## config.mk

```make
export PLATFORM = sky130hd
export DESIGN_NAME = samcoupe_cegen
export DESIGN_NICKNAME = d
export VERILOG_FILES = /design/src/rtl/samcoupe_cegen.sv
export SDC_FILE = /design/constraint.sdc
export NUM_CORES = 1
export LEC_CHECK = 0
export CAP_MARGIN = 40
export CORE_AREA = 2 2 60 62
export DETAILED_ROUTE_END_ITERATION = 8
export DIE_AREA = 0 0 62 64
export PLACE_DENSITY = 0.82
export REMOVE_ABC_BUFFERS = 1
export SLEW_MARGIN = 20
export SYNTH_ARGS = -nofsm -noshare
export SYNTH_HDL_FRONTEND = slang
export SYNTH_SLANG_ARGS = --single-unit
```

## constraint.sdc

```tcl
create_clock -name clk_sys -period 2.31 [get_ports clk_sys]
set_clock_uncertainty 0.1 [all_clocks]
set_input_delay 0.3465 -clock clk_sys [delete_from_list [all_inputs] [get_ports clk_sys]]
set_output_delay 0.3465 -clock clk_sys [all_outputs]
set_load 0.05 [all_outputs]
```

## src/rtl/samcoupe_cegen.sv

```systemverilog
// Clock-enable and contention-wait generator for the SAM Coupe core.
// All enables are registered one clock after the counter value they decode.
module samcoupe_cegen #(
    parameter int CNT_W    = 4,
    parameter int PSG_DIV  = 12,
    parameter int NCH      = 2,
    parameter int WAIT_MAX = 64
) (
    input  logic           clk_sys,
    input  logic           rst_n,
    input  logic           turbo,
    input  logic [NCH-1:0] cont_en,
    input  logic [NCH-1:0] acc,
    input  logic [NCH-1:0] cont,
    output logic           ce_fast,
    output logic           ce_p,
    output logic           ce_n,
    output logic           ce_cpu_p,
    output logic           ce_cpu_n,
    output logic           ce_psg,
    output logic           cpu_en,
    output logic [NCH-1:0] wait_act,
    output logic           wait_timeout
);

    localparam int TMO_W = $clog2(WAIT_MAX + 1);
    localparam int PSG_W = $clog2(PSG_DIV);

    localparam logic [CNT_W-1:0] C_HALF     = CNT_W'(1 << (CNT_W - 1));
    localparam logic [CNT_W-2:0] C_QTR      = (CNT_W - 1)'(1 << (CNT_W - 2));
    localparam logic [TMO_W-1:0] C_TMO_LAST = TMO_W'(WAIT_MAX - 1);
    localparam logic [PSG_W-1:0] C_PSG_LAST = PSG_W'(PSG_DIV - 1);

    logic [CNT_W-1:0] r_cnt;
    logic [PSG_W-1:0] r_psg_cnt;
    logic             r_turbo_q;
    logic [NCH-1:0]   r_acc_q;
    logic [NCH-1:0]   r_cont_q;
    logic [NCH-1:0]   r_wait;
    logic [TMO_W-1:0] r_tmo [NCH];
    logic             r_cpu_en;
    logic             r_ce_fast;
    logic             r_ce_p;
    logic             r_ce_n;
    logic             r_ce_psg;
    logic             r_timeout;

    logic             w_slot;
    logic             w_nphase;
    logic [NCH-1:0]   w_wait_nxt;
    logic [TMO_W-1:0] w_tmo_nxt [NCH];
    logic             w_timeout_nxt;

    // In turbo the period halves, so only the low CNT_W-1 counter bits matter.
    always_comb begin
        w_slot   = r_turbo_q ? (r_cnt[CNT_W-2:0] == '0)    : (r_cnt == '0);
        w_nphase = r_turbo_q ? (r_cnt[CNT_W-2:0] == C_QTR) : (r_cnt == C_HALF);
    end

    always_comb begin
        w_wait_nxt    = r_wait;
        w_timeout_nxt = 1'b0;
        for (int i = 0; i < NCH; i++) begin
            w_tmo_nxt[i] = r_tmo[i];
            if (r_turbo_q || !cont_en[i]) begin
                w_wait_nxt[i] = 1'b0;
                w_tmo_nxt[i]  = '0;
            end else if (r_cont_q[i] && !cont[i]) begin
                w_wait_nxt[i] = 1'b0;
            end else if (r_wait[i] && w_slot && (r_tmo[i] == C_TMO_LAST)) begin
                w_wait_nxt[i] = 1'b0;
                w_tmo_nxt[i]  = '0;
                w_timeout_nxt = 1'b1;
            end else if (!r_acc_q[i] && acc[i] && cont[i]) begin
                w_wait_nxt[i] = 1'b1;
                w_tmo_nxt[i]  = '0;
            end else if (r_wait[i] && w_slot) begin
                w_tmo_nxt[i] = r_tmo[i] + 1'b1;
            end
        end
    end

    always_ff @(posedge clk_sys or negedge rst_n) begin
        if (!rst_n) begin
            r_cnt     <= '0;
            r_psg_cnt <= '0;
            r_turbo_q <= 1'b0;
            r_acc_q   <= '0;
            r_cont_q  <= '0;
            r_wait    <= '0;
            for (int i = 0; i < NCH; i++) r_tmo[i] <= '0;
            r_cpu_en  <= 1'b1;
            r_ce_fast <= 1'b0;
            r_ce_p    <= 1'b0;
            r_ce_n    <= 1'b0;
            r_ce_psg  <= 1'b0;
            r_timeout <= 1'b0;
        end else begin
            r_cnt     <= r_cnt + 1'b1;
            r_psg_cnt <= (r_psg_cnt == C_PSG_LAST) ? '0 : r_psg_cnt + 1'b1;
            // Mode only changes at a period boundary so no half-period glitch.
            if (r_cnt == '0) r_turbo_q <= turbo;
            r_acc_q   <= acc;
            r_cont_q  <= cont;
            r_wait    <= w_wait_nxt;
            for (int i = 0; i < NCH; i++) r_tmo[i] <= w_tmo_nxt[i];
            if (w_slot) r_cpu_en <= ~|r_wait;
            r_ce_fast <= (r_cnt[1:0] == 2'b00);
            r_ce_p    <= w_slot;
            r_ce_n    <= w_nphase;
            r_ce_psg  <= (r_psg_cnt == '0);
            r_timeout <= w_timeout_nxt;
        end
    end

    assign ce_fast      = r_ce_fast;
    assign ce_p         = r_ce_p;
    assign ce_n         = r_ce_n;
    assign ce_cpu_p     = r_ce_p & r_cpu_en;
    assign ce_cpu_n     = r_ce_n & r_cpu_en;
    assign ce_psg       = r_ce_psg;
    assign cpu_en       = r_cpu_en;
    assign wait_act     = r_wait;
    assign wait_timeout = r_timeout;

endmodule

```

---- Yosys cells after proc, flatten, opt, wreduce, memory -nomap -nowiden ----
Cells that the tools add are included.
storage, ports and cells
  register bits after elaboration ......... 35
  word-level logic and storage cells ...... 85
cells by class
  add/subtract/negate cells ............... 4
  equal/unequal tests ..................... 7
  muxes and demuxes ....................... 27
  bitwise operators ....................... 2
  reduce and logical (&&, ||, !) cells .... 30
operators with widths
  cell                 count
  $mux 7               10
  $mux 1               16
  $reduce_bool 4->1    4
  $add 7x1->7 const B  2
  $eq 7x6->1 const B   2
  $logic_and 1x1->1    10
  $add 4x1->4 const B  2
  $eq 4x4->1 const B   2
  $logic_not 4->1      2
  $logic_not 1->1      7
  $mux 4               1
  $ne 2x2->1 const B   2
  $reduce_and 2->1     2
  $eq 3x3->1 const B   1
  $logic_not 3->1      1
  $and 1x1->1          2
  $logic_not 2->1      1
  $logic_or 1x1->1     2
  $reduce_or 2->1      1

---- Depth between registers and ports, before layout ----
Gate-level depths: netlist of run 1.
  depth in word-level cells ............... 10
  mapped depth ............................ 7

---- Worst setup path after synthesis of run 1 ----
No wires, ideal clock.
  path kind ............................... flip-flop to flip-flop
  from .................................... reg r_cnt[0]
  to ...................................... reg r_tmo[4] (netlist bit)
  setup time .............................. 94 ps
  arrival time ............................ 1,768 ps
  data required time ...................... 2,116 ps
  setup slack ............................. 348 ps
  stages on the path, launching flop included .. 8
  path buffers ............................ 1
  period minus slack after synthesis ...... 1,962 ps
  path through ............................ dfrtp_1 -> inv_1 -> ha_1 -> nor2b_4 -> a31oi_1 -> buf_6 -> or4_4 -> a221oi_2
between the ends
  longest elaborated chain between the ends .. 7
  elaborated cells on any way between the ends .. 10
  classes of those cells .................. mux: 4; reduce/logical: 6
ends and longest elaborated chain
  element                                             line    RTL
  from (decl)                                         34      logic [CNT_W-1:0] r_cnt;
  from (signal assigned)                              99      r_cnt <= r_cnt + 1'b1;
  $logic_not 4->1 or $logic_not 3->1 (tied branches)  56      w_slot = r_turbo_q ? (r_cnt[CNT_W-2:0] == '0) : (r_cnt == '0);
  $mux 1 (*)                                          56
  $logic_and 1x1->1 (*)                               70, 77
  $logic_and 1x1->1                                   70      end else if (r_wait[i] && w_slot && (r_tmo[i] == C_TMO_LAST)) begin
  $mux 7                                              70
  $mux 7                                              68      end else if (r_cont_q[i] && !cont[i]) begin
  $mux 7                                              65      if (r_turbo_q || !cont_en[i]) begin
  to (decl)                                           40      logic [TMO_W-1:0] r_tmo [NCH];
Every way passes the cells marked *; elsewhere a longest branch is shown, timed or not. The select of a mux whose other input is x is not followed.
A chain may end at the register's enable or synchronous reset.

---- Worst setup path after layout of run 1 ----
  from .................................... reg r_wait[0] (netlist: wait_act[0])
  to ...................................... out wait_act[0]
RTL lines
  element                 line  RTL
  from (decl)             39    logic [NCH-1:0] r_wait;
  from (signal assigned)  105   r_wait <= w_wait_nxt;
  to (decl)               22    output logic [NCH-1:0] wait_act,
No word-level cell between the ends.

==> qor_table.md, run 1 <==
| Item | Value |
| --- | --- |
| Result of the run | finished clean |
| Final setup violation count | 0 |
| Buffering stage count on the worst path with inverters included | 1 |
| Number of clock buffers inserted by TritonCTS | 5 |
| Post-Place Setup Slack | -0.02624 ns |
| Stages on worst setup path | 1 |
| Minimum clock period | 2.160 ns |
| Path type of the worst min-delay path | input port to async pin |
| Root buffer cell | sky130_fd_sc_hd__clkbuf_4 |
| Total half-perimeter wirelength after legalization and detailed placement | 2603 microns |
| Source-to-sink clock delay at the later pin of the worst-skew pair | 0.37 ns |
| Number of global-route vias before repair | 1420 |
| Count of nets after finishing | 204 |
| Setup repair after global routing missed its margin | no |
| DRC violation total after the first TritonRoute iteration | 73 |
| Synthesis Warnings | 0 |
| Slowest cell on the critical path | sky130_fd_sc_hd__clkdlybuf4s50_1 |
| Count of input and output buffers | 18 |
| Power per Cell Area | 495.6 nW/um^2 |
| Pin slew with the least headroom to its limit | 0.7189 ns |
| Top post-synthesis cells by area | sky130_fd_sc_hd__dfrtp_1 49%, sky130_fd_sc_hd__ha_1 4.3%, sky130_fd_sc_hd__a221oi_1 4.0% |
| Sequence of cells on the critical path | clkdlybuf4s50_1 |
| Relative max-transition margin | 51.97% |
| Post-route DRC | 0 |
| Fill cell count | 269 |
| Final Routed Wirelength | 3761 microns |
| Worst setup slack for register-to-register paths | 0.16 ns |
| Horizontal extent of the die | 62 microns |
| Top post-synthesis cells by count | 34 x sky130_fd_sc_hd__dfrtp_1, 11 x sky130_fd_sc_hd__nand2_1, 10 x sky130_fd_sc_hd__nand3_1 |
| Clock-pin slew on the worst setup and hold paths | 0.13 ns |
| Crit path launch type | register |
| Data arrival time at the worst-slack endpoint | 1.71 ns |
| Leakage power total | 0.8283 nW |
| Cell family contributing the most delay on the critical path | buffers and inverters |
| Cell taking the most area after synthesis | sky130_fd_sc_hd__dfrtp_1 |
| Startpoint of the lowest-slack register-to-register path | r_cnt[0] |
| Synth Area per Inst | 10.72 sq um |
| Endpoint of the lowest-slack register-to-register path | r_tmo[10] |
| Clock sink count | 35 |
| Async S/R FF share, synth | 100.0% |
| CTS tree | done |
| Placer's final routability congestion estimate | 0.8614 |
| Setup crit start | wait_act[0] |
| CP Data Required Time | 1.86 ns |
| Die Footprint | 3968 sq um |
| Core area | 3284 sq um |
| Crit-path max cell delay | 0.85 ns |
| Fmax achieved | 463.0 MHz |
| Total number of vias | 1390 |
| Final antenna-violating net count | 0 |
| Total count of max-transition violations in the final report | 0 |
| Length in cells of the worst reg-to-reg path | 8 |
| Cell area after synthesis | 1737 sq um |
| Number of standard cells after synthesis | 162 |
| Share of layout cells above drive strength 1 | 16.32% |
| Hold violation total from the final report | 0 |
| Detailed-route wire length per cell | 15.94 microns |
| Type of the worst setup path | register to output pin |
| Antenna cells | 0 |
| GRT Resource Usage Total | 22.48% |
| I/O pin total | 19 |
| Number of antenna violations at the first check in global routing | 0 |
| Cell variety after synth | 47 |
| Crit-path max FO | 6 |
| Part of the Yosys area used for sequential elements | 50.50% |
| First-pass GRT wire length | 6589 microns |
| Number of rows created at floorplan | 21 |
| Number of flip-flops and latches in the synthesized netlist | 35 |
| Capturing instance or port of the critical path | wait_act[0] |
| CP endpoint kind | output pin |
| Maximum number of pins on one net before global-route repair | 36 |
| Detailed Routing Iterations Pass 1 | 5 |
| Number of flops mapped to enable cells by yosys | 0 |
| Share of the synthesized area in the top cell type | 48.99% |
| Hold-fix buffers, CTS | 0 |
| Effective utilization at floorplan | 52.88% |
| CTS H-tree depth | 2 |
| Final period utilization | 93.50% |
| Sequential Area | 877.1 sq um |
| Most common cell in the synthesized netlist | sky130_fd_sc_hd__dfrtp_1 |
| IR drop worst, VDD | 0.0003596 V |
| Setup slack of the critical path after layout | 0.1502 ns |
| Combined area of the multi-input logic cells | 843.3 sq um |
| GRT Residual Overflow | 0 |
| Number of max-cap violations | 0 |
| Ys flop type | sky130_fd_sc_hd__dfrtp_1 |
| Total Power | 1.041 mW |
| Chip Height | 64 microns |
| Per-cell via count in the routed design | 5.890 |
| Maximum clock path buffer count | 2 |
| Area growth syn-to-layout | 20.97% |
-- cells in the final DEF (no fill, tap or decap), drive strengths merged, types with 6 or more instances in the layout --
master,count
a221oi,9
buf,6
clkbuf,7
clkdlybuf4s50,16
dfrtp,34
ha,6
inv,8
nand2,11
nand2b,6
nand3,10
nor2,6
o21ai,8
o31ai,7
or3,6
-- worst min path at each step --
| stage | depth (start not counted) | to | start | slack, ns |
|---|---|---|---|---|
| 2_1_floorplan | 0 | ce_fast | rst_n | -0.05 |
| 3_5_place_dp | 1 | r_cnt[0] | r_cnt[0] | 0.36 |
| 5_1_grt | 2 | r_tmo[4] | rst_n | 0.33 |
| 3_3_place_gp | 1 | r_cnt[0] | r_cnt[0] | 0.35 |
| 6_report | 2 | r_tmo[4] | rst_n | 0.27 |
| 4_1_cts | 2 | r_tmo[4] | rst_n | 0.30 |
-- metal layers --
layer,track usage (%),wire length (microns)
met1,28.74,1610
met2,35.42,1941
met3,6.883,125
met4,7.713,82
met5,0,0
-- sequential cells by signal, summed over array words and instances, names as in the netlist, 2 cells and up --
signal,cells
r_tmo,14
r_cnt,4
r_psg_cnt,4
r_acc_q,2
r_cont_q,2
wait_act,2
-- cell type report --
| cell class | instances | area share, % |
|---|---|---|
| Clock buffer | 6 | 1.965 |
| Clock inverter | 2 | 0.5956 |
| Timing Repair Buffer | 25 | 11.38 |
| Sequential cell | 35 | 41.75 |
| Multi-Input combinational cell | 114 | 40.14 |
| Inverter | 8 | 1.429 |
| Tap cell | 46 | 2.740 |
-- power by group --
group | total [mW] | internal (mW) | switching (mW)
clock network | 0.338 | 0.117 | 0.221
logic | 0.0804 | 0.0311 | 0.0494
registers | 0.623 | 0.619 | 0.00386
-- metrics by stage --
stage | setup TNS [ns] | util (%) | cells | instance area [sq um] | hold WS [ns]
3_5_place_dp | -0.02624 | 60.08 | 225 | 1973 | 0.3636
5_1_grt | 0 | 63.96 | 236 | 2101 | 0.3271
2_1_floorplan | 0 | - | 157 | 1705 | -0.04909
4_1_cts | 0 | 61.71 | 233 | 2027 | 0.3004
6_report | 0 | 63.96 | 236 | 2101 | 0.2701
3_3_place_gp | 0 | 60.08 | 225 | 1973 | 0.3546
-- cell families (layout without fill, tap and decap cells) --
logic type,count (synthesis),count (layout),synth area share [%]
AOI/OAI and AO/OA,37,37,16.14
DFF,35,35,50.50
muxes,2,2,1.297
xor gates and xnor gates,2,2,1.009
buffers and inverters,13,41,3.530
adders and majority gates,6,6,4.323
and+or+nand+nor,67,67,23.20
-- timing repair --
action                                  4_1_cts  5_1_grt
setup buffers                                 0        2
gates resized for setup                       0       10
endpoints found under the setup margin        0        6
Power figures use the tool's default switching activity.
==> run 2, diff against run 1 <==
- CAP_MARGIN: 40 -> not set
==> run 2 against run 1 <==
  * Global-route usage unchanged
  * Setup slack improved by 0.0096 ns
  * Die area unchanged
  * Core utilization decreased by 0.80 points
  * Count of clock-buffer cells in the layout unchanged
  * Maximum frequency increased by 0.45%
  * Sequential share of layout area increased by 0.53 points
  * Flip-flop and latch count unchanged
  * Wire length decreased by 2.9%
  * Total power decreased by 0.40%
  * Final cell count decreased by 0.85%
  * Via count decreased by 2.1%
==> qor_table.md, run 2 (same netlist as run 1, synthesis figures left out) <==
| Item | Value | Delta |
| --- | --- | --- |
| Minimum clock period | 2.150 ns | -0.009593 ns |
| Area growth syn-to-layout | 19.45% |  |
| DRC violation total after the first TritonRoute iteration | 86 | +18% |
| Clock power frac | 32.4% | about the same |
| Net switching power of the design | 0.2708 mW | -1.2% |
| Placer's final routability congestion estimate | 0.8614 | unchanged |
| Total number of vias | 1361 | -2.1% |
| Leakage power total | 0.8178 nW | -1.3% |
| Count of input and output buffers | 18 | unchanged |
| Sequence of cells on the critical path | clkdlybuf4s50_1 |  |
| Startpoint of the lowest-slack register-to-register path | r_cnt[0] |  |
| Hold violation total from the final report | 0 | unchanged |
| Most frequent cells in the layout | 34 x sky130_fd_sc_hd__dfrtp_1, 16 x sky130_fd_sc_hd__clkdlybuf4s50_1, 11 x sky130_fd_sc_hd__nand2_1 |  |
| Final antenna-violating net count | 0 | unchanged |
| Clock-pin slew on the worst setup and hold paths | 0.12 ns | about the same |
| Final Routed Wirelength | 3651 microns | -2.9% |
| Comb pwr share | 7.5% | -0.2 points |
| IR drop worst, VDD | 0.0003650 V | +1.5% |
| Fmax achieved | 465.1 MHz | +0.45% |
| CTS H-tree depth | 2 | unchanged |
| Length in cells of the worst reg-to-reg path | 7 | -1 |
| Share of layout cells above drive strength 1 | 13.83% | -2.5 points |
| Antenna cells | 0 | unchanged |
| Number of clock buffers inserted by TritonCTS | 5 | unchanged |
| Horizontal extent of the die | 62 microns | unchanged |
| Endpoint of the lowest-slack register-to-register path | r_tmo[10] |  |
| Number of rows created at floorplan | 21 | unchanged |
| Cell family contributing the most delay on the critical path | buffers and inverters |  |
| Number of max-cap violations | 0 | unchanged |
| Power per Cell Area | 499.8 nW/um^2 | +0.86% |
| First-pass GRT wire length | 6589 microns | unchanged |
| Per-cell via count in the routed design | 5.816 | -1.2% |
| Buffering stage count on the worst path with inverters included | 1 | unchanged |
| Crit path launch type | register |  |
| Worst setup slack for register-to-register paths | 0.18 ns | +0.02 ns |
| Total count of max-transition violations in the final report | 0 | unchanged |
| Source-to-sink clock delay at the later pin of the worst-skew pair | 0.36 ns | about the same |
| Post-detailed-placement cell area | 1973 sq um | unchanged |
| Crit-path max cell delay | 0.85 ns | about the same |
| Data arrival time at the worst-slack endpoint | 1.70 ns | about the same |
| Sequential share of power | 60.0% | +0.2 points |
| CP endpoint kind | output pin |  |
| Final setup violation count | 0 | unchanged |
| Number of antenna violations at the first check in global routing | 0 | unchanged |
| Maximum clock path buffer count | 2 | unchanged |
| Die Footprint | 3968 sq um | unchanged |
| Result of the run | finished clean |  |
| Chip Height | 64 microns | unchanged |
| Share of total power consumed by net switching | 26.12% | -0.21 points |
| Pin slew with the least headroom to its limit | 0.7388 ns | +0.01987 ns |
| Count of nets after finishing | 202 | -0.98% |
| Slowest cell on the critical path | sky130_fd_sc_hd__clkdlybuf4s50_1 |  |
| Total half-perimeter wirelength after legalization and detailed placement | 2603 microns | unchanged |
| Final period utilization | 93.08% | -0.42 points |
| Relative max-transition margin | 50.64% | -1.3 points |
| Core area | 3284 sq um | unchanged |
| Cell count after placement | 225 | unchanged |
| Setup repair after global routing missed its margin | no |  |
| Detailed Routing Iterations Pass 1 | 4 | -1 |
| Util after Layout | 63.16% | -0.80 points |
| GRT Resource Usage Total | 22.48% | unchanged |
| Crit-path max FO | 6 | unchanged |
| Detailed-route wire length per cell | 15.60 microns | -2.1% |
| Root buffer cell | sky130_fd_sc_hd__clkbuf_4 |  |
| Setup slack of the critical path after layout | 0.1598 ns | +0.009593 ns |
| Int Pwr | 0.7661 mW | -0.12% |
| Total Power | 1.037 mW | -0.40% |
| Most frequent standard cell in the layout excluding fill and tap cells | sky130_fd_sc_hd__dfrtp_1 |  |
| Largest registers ranked by flip-flop count | r_tmo x14, r_cnt x4, r_psg_cnt x4 |  |
| Final cell area excluding filler cells | 2074 sq um | -1.3% |
| CP Data Required Time | 1.86 ns | about the same |
| GRT Residual Overflow | 0 | unchanged |
| Largest register FFs | 14 | unchanged |
| Number of standard cells in the final layout excluding fillers | 234 | -0.85% |
| Effective utilization at floorplan | 52.88% | unchanged |
| Post-Place Setup Slack | -0.02624 ns | unchanged |
| Clock sink count | 35 | unchanged |
| Top reg by flops | r_tmo |  |
| Maximum number of pins on one net before global-route repair | 36 | unchanged |
| CTS tree | done |  |
| Path type of the worst min-delay path | input port to async pin |  |
| Type of the worst setup path | register to output pin |  |
| Number of global-route vias before repair | 1420 | unchanged |
| I/O pin total | 19 | unchanged |
| Post-route DRC | 0 | unchanged |
## run 2: changes by cell type in the layout (fill, tap and decap cells not counted)
cell,before,now
sky130_fd_sc_hd__o22ai_1,0,1
sky130_fd_sc_hd__a221oi_1,5,7
sky130_fd_sc_hd__a221oi_2,4,2
sky130_fd_sc_hd__buf_6,1,0
sky130_fd_sc_hd__clkbuf_2,1,0
sky130_fd_sc_hd__a31oi_2,1,0
sky130_fd_sc_hd__a31oi_4,0,1
sky130_fd_sc_hd__o22ai_2,1,0
## run 2: power by group through the flow
stage                     Sequential (mW)  Clock [mW]  Combinational, mW
after floorplan                     0.638           0             0.0276
after global placement              0.634           0             0.0740
after detailed placement            0.634           0             0.0760
after CTS                           0.622       0.340             0.0762
after global routing                0.623       0.371             0.0874
final                               0.622       0.336             0.0780
## run 2: per-stage QoR
stage	hold WS (ns)	setup TNS, ns
floorplan	-0.04909	0
CTS	0.3004	0
finish	0.2828	0
global placement	0.3546	0
global route	0.3276	0
detailed placement	0.3636	-0.02624
## run 2: metal layers
layer / GRT usage [%] / vias up / part of all wire, %
li1: - / 659 / -
met3: 6.883 / 6 / 2.8
met5: 0 / - / 0
met2: 35.42 / 21 / 52
met4: 7.713 / 0 / 1.6
met1: 28.74 / 675 / 43
## run 2: timing repair
action                     CTS  global route
hold buffers                 0             0
buffers inserted             0             1
gates resized for setup      0             7
setup endpoints to repair    0             8
## run 2: final cells by class
cell class                 count  area (sq um)
tap                           46         57.56
clock buffer                   6         41.29
fill                         265          1210
clock inverter                 2         12.51
inverter                       8         30.03
sequential                    35         877.1
multi-input combinational    114         833.3
timing repair buffer          23         222.7
## run 2: worst max-delay path by stage
| stage | cells after the start | startpoint | endpoint |
|---|---|---|---|
| after detailed placement | 6 | cont[0] | r_tmo[10] |
| after CTS | 2 | cpu_en | ce_cpu_n |
| after global routing | 6 | r_cnt[0] | r_tmo[6] |
| after floorplan | 6 | r_cnt[0] | r_tmo[6] |
| final | 1 | wait_act[0] | wait_act[0] |
| after global placement | 6 | cont[0] | r_tmo[10] |
==> run 3, diff against run 2 <==
- CTS_BUF_LIST: not set -> sky130_fd_sc_hd__clkbuf_2 sky130_fd_sc_hd__clkbuf_4 sky130_fd_sc_hd__clkbuf_8
==> run 3 against run 2 <==
  * Non-clock buffer count unchanged
  * Global-route usage rose by 0.12 points
  * Count of clock-buffer cells in the layout stayed put
  * Hold slack lost 0.015 ns
  * Register-to-register slack is essentially flat
  * Critical path depth unchanged
  * Sequential power is essentially flat
  * Combinational power about the same
  * Wire length up 0.68%
  * Flip-flop and latch count is the same
  * Largest cell class unchanged
==> qor_table.md, run 3 (same netlist as run 1, synthesis figures left out) <==
| Item | Value | Delta |
| --- | --- | --- |
| Clock power frac | 33.5% | +1.1 points |
| Setup repair after global routing missed its margin | no |  |
| Total count of max-transition violations in the final report | 0 | unchanged |
| Post-route DRC | 0 | unchanged |
| Source-to-sink clock delay at the later pin of the worst-skew pair | 0.37 ns | about the same |
| GRT Residual Overflow | 0 | unchanged |
| Number of standard cells in the final layout excluding fillers | 234 | unchanged |
| Number of max-cap violations | 0 | unchanged |
| Crit path launch type | register |  |
| Int Pwr | 0.7779 mW | +1.5% |
| Die Footprint | 3968 sq um | unchanged |
| Most frequent standard cell in the layout excluding fill and tap cells | sky130_fd_sc_hd__dfrtp_1 |  |
| CTS tree | done |  |
| Final period utilization | 93.69% | +0.61 points |
| Chip Height | 64 microns | unchanged |
| Top reg by flops | r_tmo |  |
| First-pass GRT wire length | 6603 microns | +0.21% |
| Net switching power of the design | 0.2753 mW | +1.7% |
| Fill cell count | 263 | -0.75% |
| Combined area of the multi-input logic cells | 833.3 sq um | unchanged |
| Total half-perimeter wirelength after legalization and detailed placement | 2603 microns | unchanged |
| Hold violation total from the final report | 0 | unchanged |
| Sequence of cells on the critical path | clkdlybuf4s50_1 |  |
| Per-cell via count in the routed design | 5.855 | +0.66% |
| Fmax achieved | 462.0 MHz | -0.65% |
| Number of rows created at floorplan | 21 | unchanged |
| Antenna cells | 0 | unchanged |
| Buffering stage count on the worst path with inverters included | 1 | unchanged |
| Most frequent cells in the layout | 34 x sky130_fd_sc_hd__dfrtp_1, 16 x sky130_fd_sc_hd__clkdlybuf4s50_1, 11 x sky130_fd_sc_hd__nand2_1 |  |
| Number of global-route vias before repair | 1420 | unchanged |
| I/O pin total | 19 | unchanged |
| Data arrival time at the worst-slack endpoint | 1.72 ns | +0.02 ns |
| Crit-path max cell delay | 0.85 ns | about the same |
| Share of layout cells above drive strength 1 | 14.36% | +0.53 points |
| Number of antenna violations at the first check in global routing | 0 | unchanged |
| Power per Cell Area | 506.8 nW/um^2 | +1.4% |
| Cell count after placement | 225 | unchanged |
| Setup crit start | wait_act[0] |  |
| Leakage power total | 0.8213 nW | +0.42% |
| Count of input and output buffers | 18 | unchanged |
| Root buffer cell | sky130_fd_sc_hd__clkbuf_4 |  |
| Total number of vias | 1370 | +0.66% |
| Type of the worst setup path | register to output pin |  |
| Core area | 3284 sq um | unchanged |
| DRC violation total after the first TritonRoute iteration | 99 | +15% |
| Effective utilization at floorplan | 52.88% | unchanged |
| Detailed-route wire length per cell | 15.71 microns | +0.68% |
| Clock-pin slew on the worst setup and hold paths | 0.13 ns | about the same |
| Maximum number of pins on one net before global-route repair | 36 | unchanged |
| Endpoint of the lowest-slack register-to-register path | r_tmo[10] |  |
| Final antenna-violating net count | 0 | unchanged |
| GRT Resource Usage Total | 22.60% | +0.12 points |
| Maximum clock path buffer count | 2 | unchanged |
| Area growth syn-to-layout | 19.67% |  |
| Hold Slack | 0.2683 ns | -0.01454 ns |
| CP endpoint kind | output pin |  |
| Path type of the worst min-delay path | input port to async pin |  |
| Final Routed Wirelength | 3676 microns | +0.68% |
| Final setup violation count | 0 | unchanged |
| Horizontal extent of the die | 62 microns | unchanged |
| Startpoint of the lowest-slack register-to-register path | r_cnt[0] |  |
| Count of nets after finishing | 202 | unchanged |
| Largest registers ranked by flip-flop count | r_tmo x14, r_cnt x4, r_psg_cnt x4 |  |
| Share of total power consumed by net switching | 26.14% | +0.026 points |
| Clock sink count | 35 | unchanged |
| Sequential Area | 877.1 sq um | unchanged |
| Number of clock buffers inserted by TritonCTS | 5 | unchanged |
| Sequential share of power | 59.1% | -0.9 points |
| CTS H-tree depth | 2 | unchanged |
| Placer's final routability congestion estimate | 0.8614 | unchanged |
| Largest register FFs | 14 | unchanged |
| Crit-path max FO | 6 | unchanged |
| Detailed Routing Iterations Pass 1 | 5 | +1 |
| Result of the run | finished clean |  |
| IR drop worst, VDD | 0.0003592 V | -1.6% |
| Length in cells of the worst reg-to-reg path | 7 | unchanged |
| Comb pwr share | 7.4% | about the same |
| CP Data Required Time | 1.86 ns | about the same |
| Minimum clock period | 2.164 ns | +0.01414 ns |
| Cell family contributing the most delay on the critical path | buffers and inverters |  |
| Pin slew with the least headroom to its limit | 0.7189 ns | -0.01994 ns |
| Worst setup slack for register-to-register paths | 0.18 ns | about the same |
| Relative max-transition margin | 51.98% | +1.3 points |
| Slowest cell on the critical path | sky130_fd_sc_hd__clkdlybuf4s50_1 |  |
==> run 3: final cells by class <==
class | count | area share (%)
clock inverters | 2 | 0.6020
repair buffers | 23 | 10.72
flip-flops and latches | 35 | 42.20
multi-input cells | 114 | 40.10
clock buffers | 6 | 2.167
well taps | 46 | 2.769
inverters | 8 | 1.445
==> run 3: stage by stage <==
step	util, %	total power [mW]	TNS (ns)	instance area, sq um	worst slack, ns
after floorplan	-	0.6658	0	1705	0.3158
after global placement	60.08	0.7077	0	1973	0.1022
after detailed placement	60.08	0.7099	-0.02624	1973	-0.02624
after CTS	61.83	1.054	0	2031	0.02070
after global routing	63.28	1.096	0	2078	0.02325
final	63.28	1.053	0	2078	0.1457
==> run 3: worst max-delay path by stage <==
stage / endpoint / slack, ns / depth (start not counted)
final: wait_act[0] / 0.15 / 1
after detailed placement: r_tmo[10] / -0.03 / 6
after CTS: ce_cpu_n / 0.02 / 2
after floorplan: r_tmo[6] / 0.32 / 6
after global routing: r_tmo[11] / 0.02 / 7
after global placement: r_tmo[10] / 0.10 / 6
==> run 3: repair_timing <==
action | in CTS | in global routing
endpoints found under the setup margin | 0 | 8
buffers inserted | 0 | 1
hold buffers | 0 | 0
gates resized for setup | 0 | 7
==> run 3: power by group through the flow <==
stage | sequential (mW) | combinational [mW] | clock, mW
global placement | 0.634 | 0.0740 | 0
floorplan | 0.638 | 0.0276 | 0
CTS | 0.622 | 0.0762 | 0.355
finish | 0.622 | 0.0777 | 0.353
global route | 0.623 | 0.0873 | 0.385
detailed placement | 0.634 | 0.0760 | 0
==> run 3: routing by layer <==
layer,wire (microns),GRT usage (%),up-vias
met3,129,6.883,5
li1,-,-,658
met4,65,8.511,0
met2,1902,35.29,25
met5,0,0,-
met1,1578,28.87,682
==> run 3: worst reg2reg max path: stages, from the launching register on <==
cell	delay, ns
sky130_fd_sc_hd__dfrtp_1	0.41
sky130_fd_sc_hd__inv_1	0.08
sky130_fd_sc_hd__ha_2	0.19
sky130_fd_sc_hd__nor2b_4	0.27
sky130_fd_sc_hd__a41oi_4	0.17
sky130_fd_sc_hd__buf_4	0.19
sky130_fd_sc_hd__or3_1	0.37
sky130_fd_sc_hd__a221oi_2	0.26
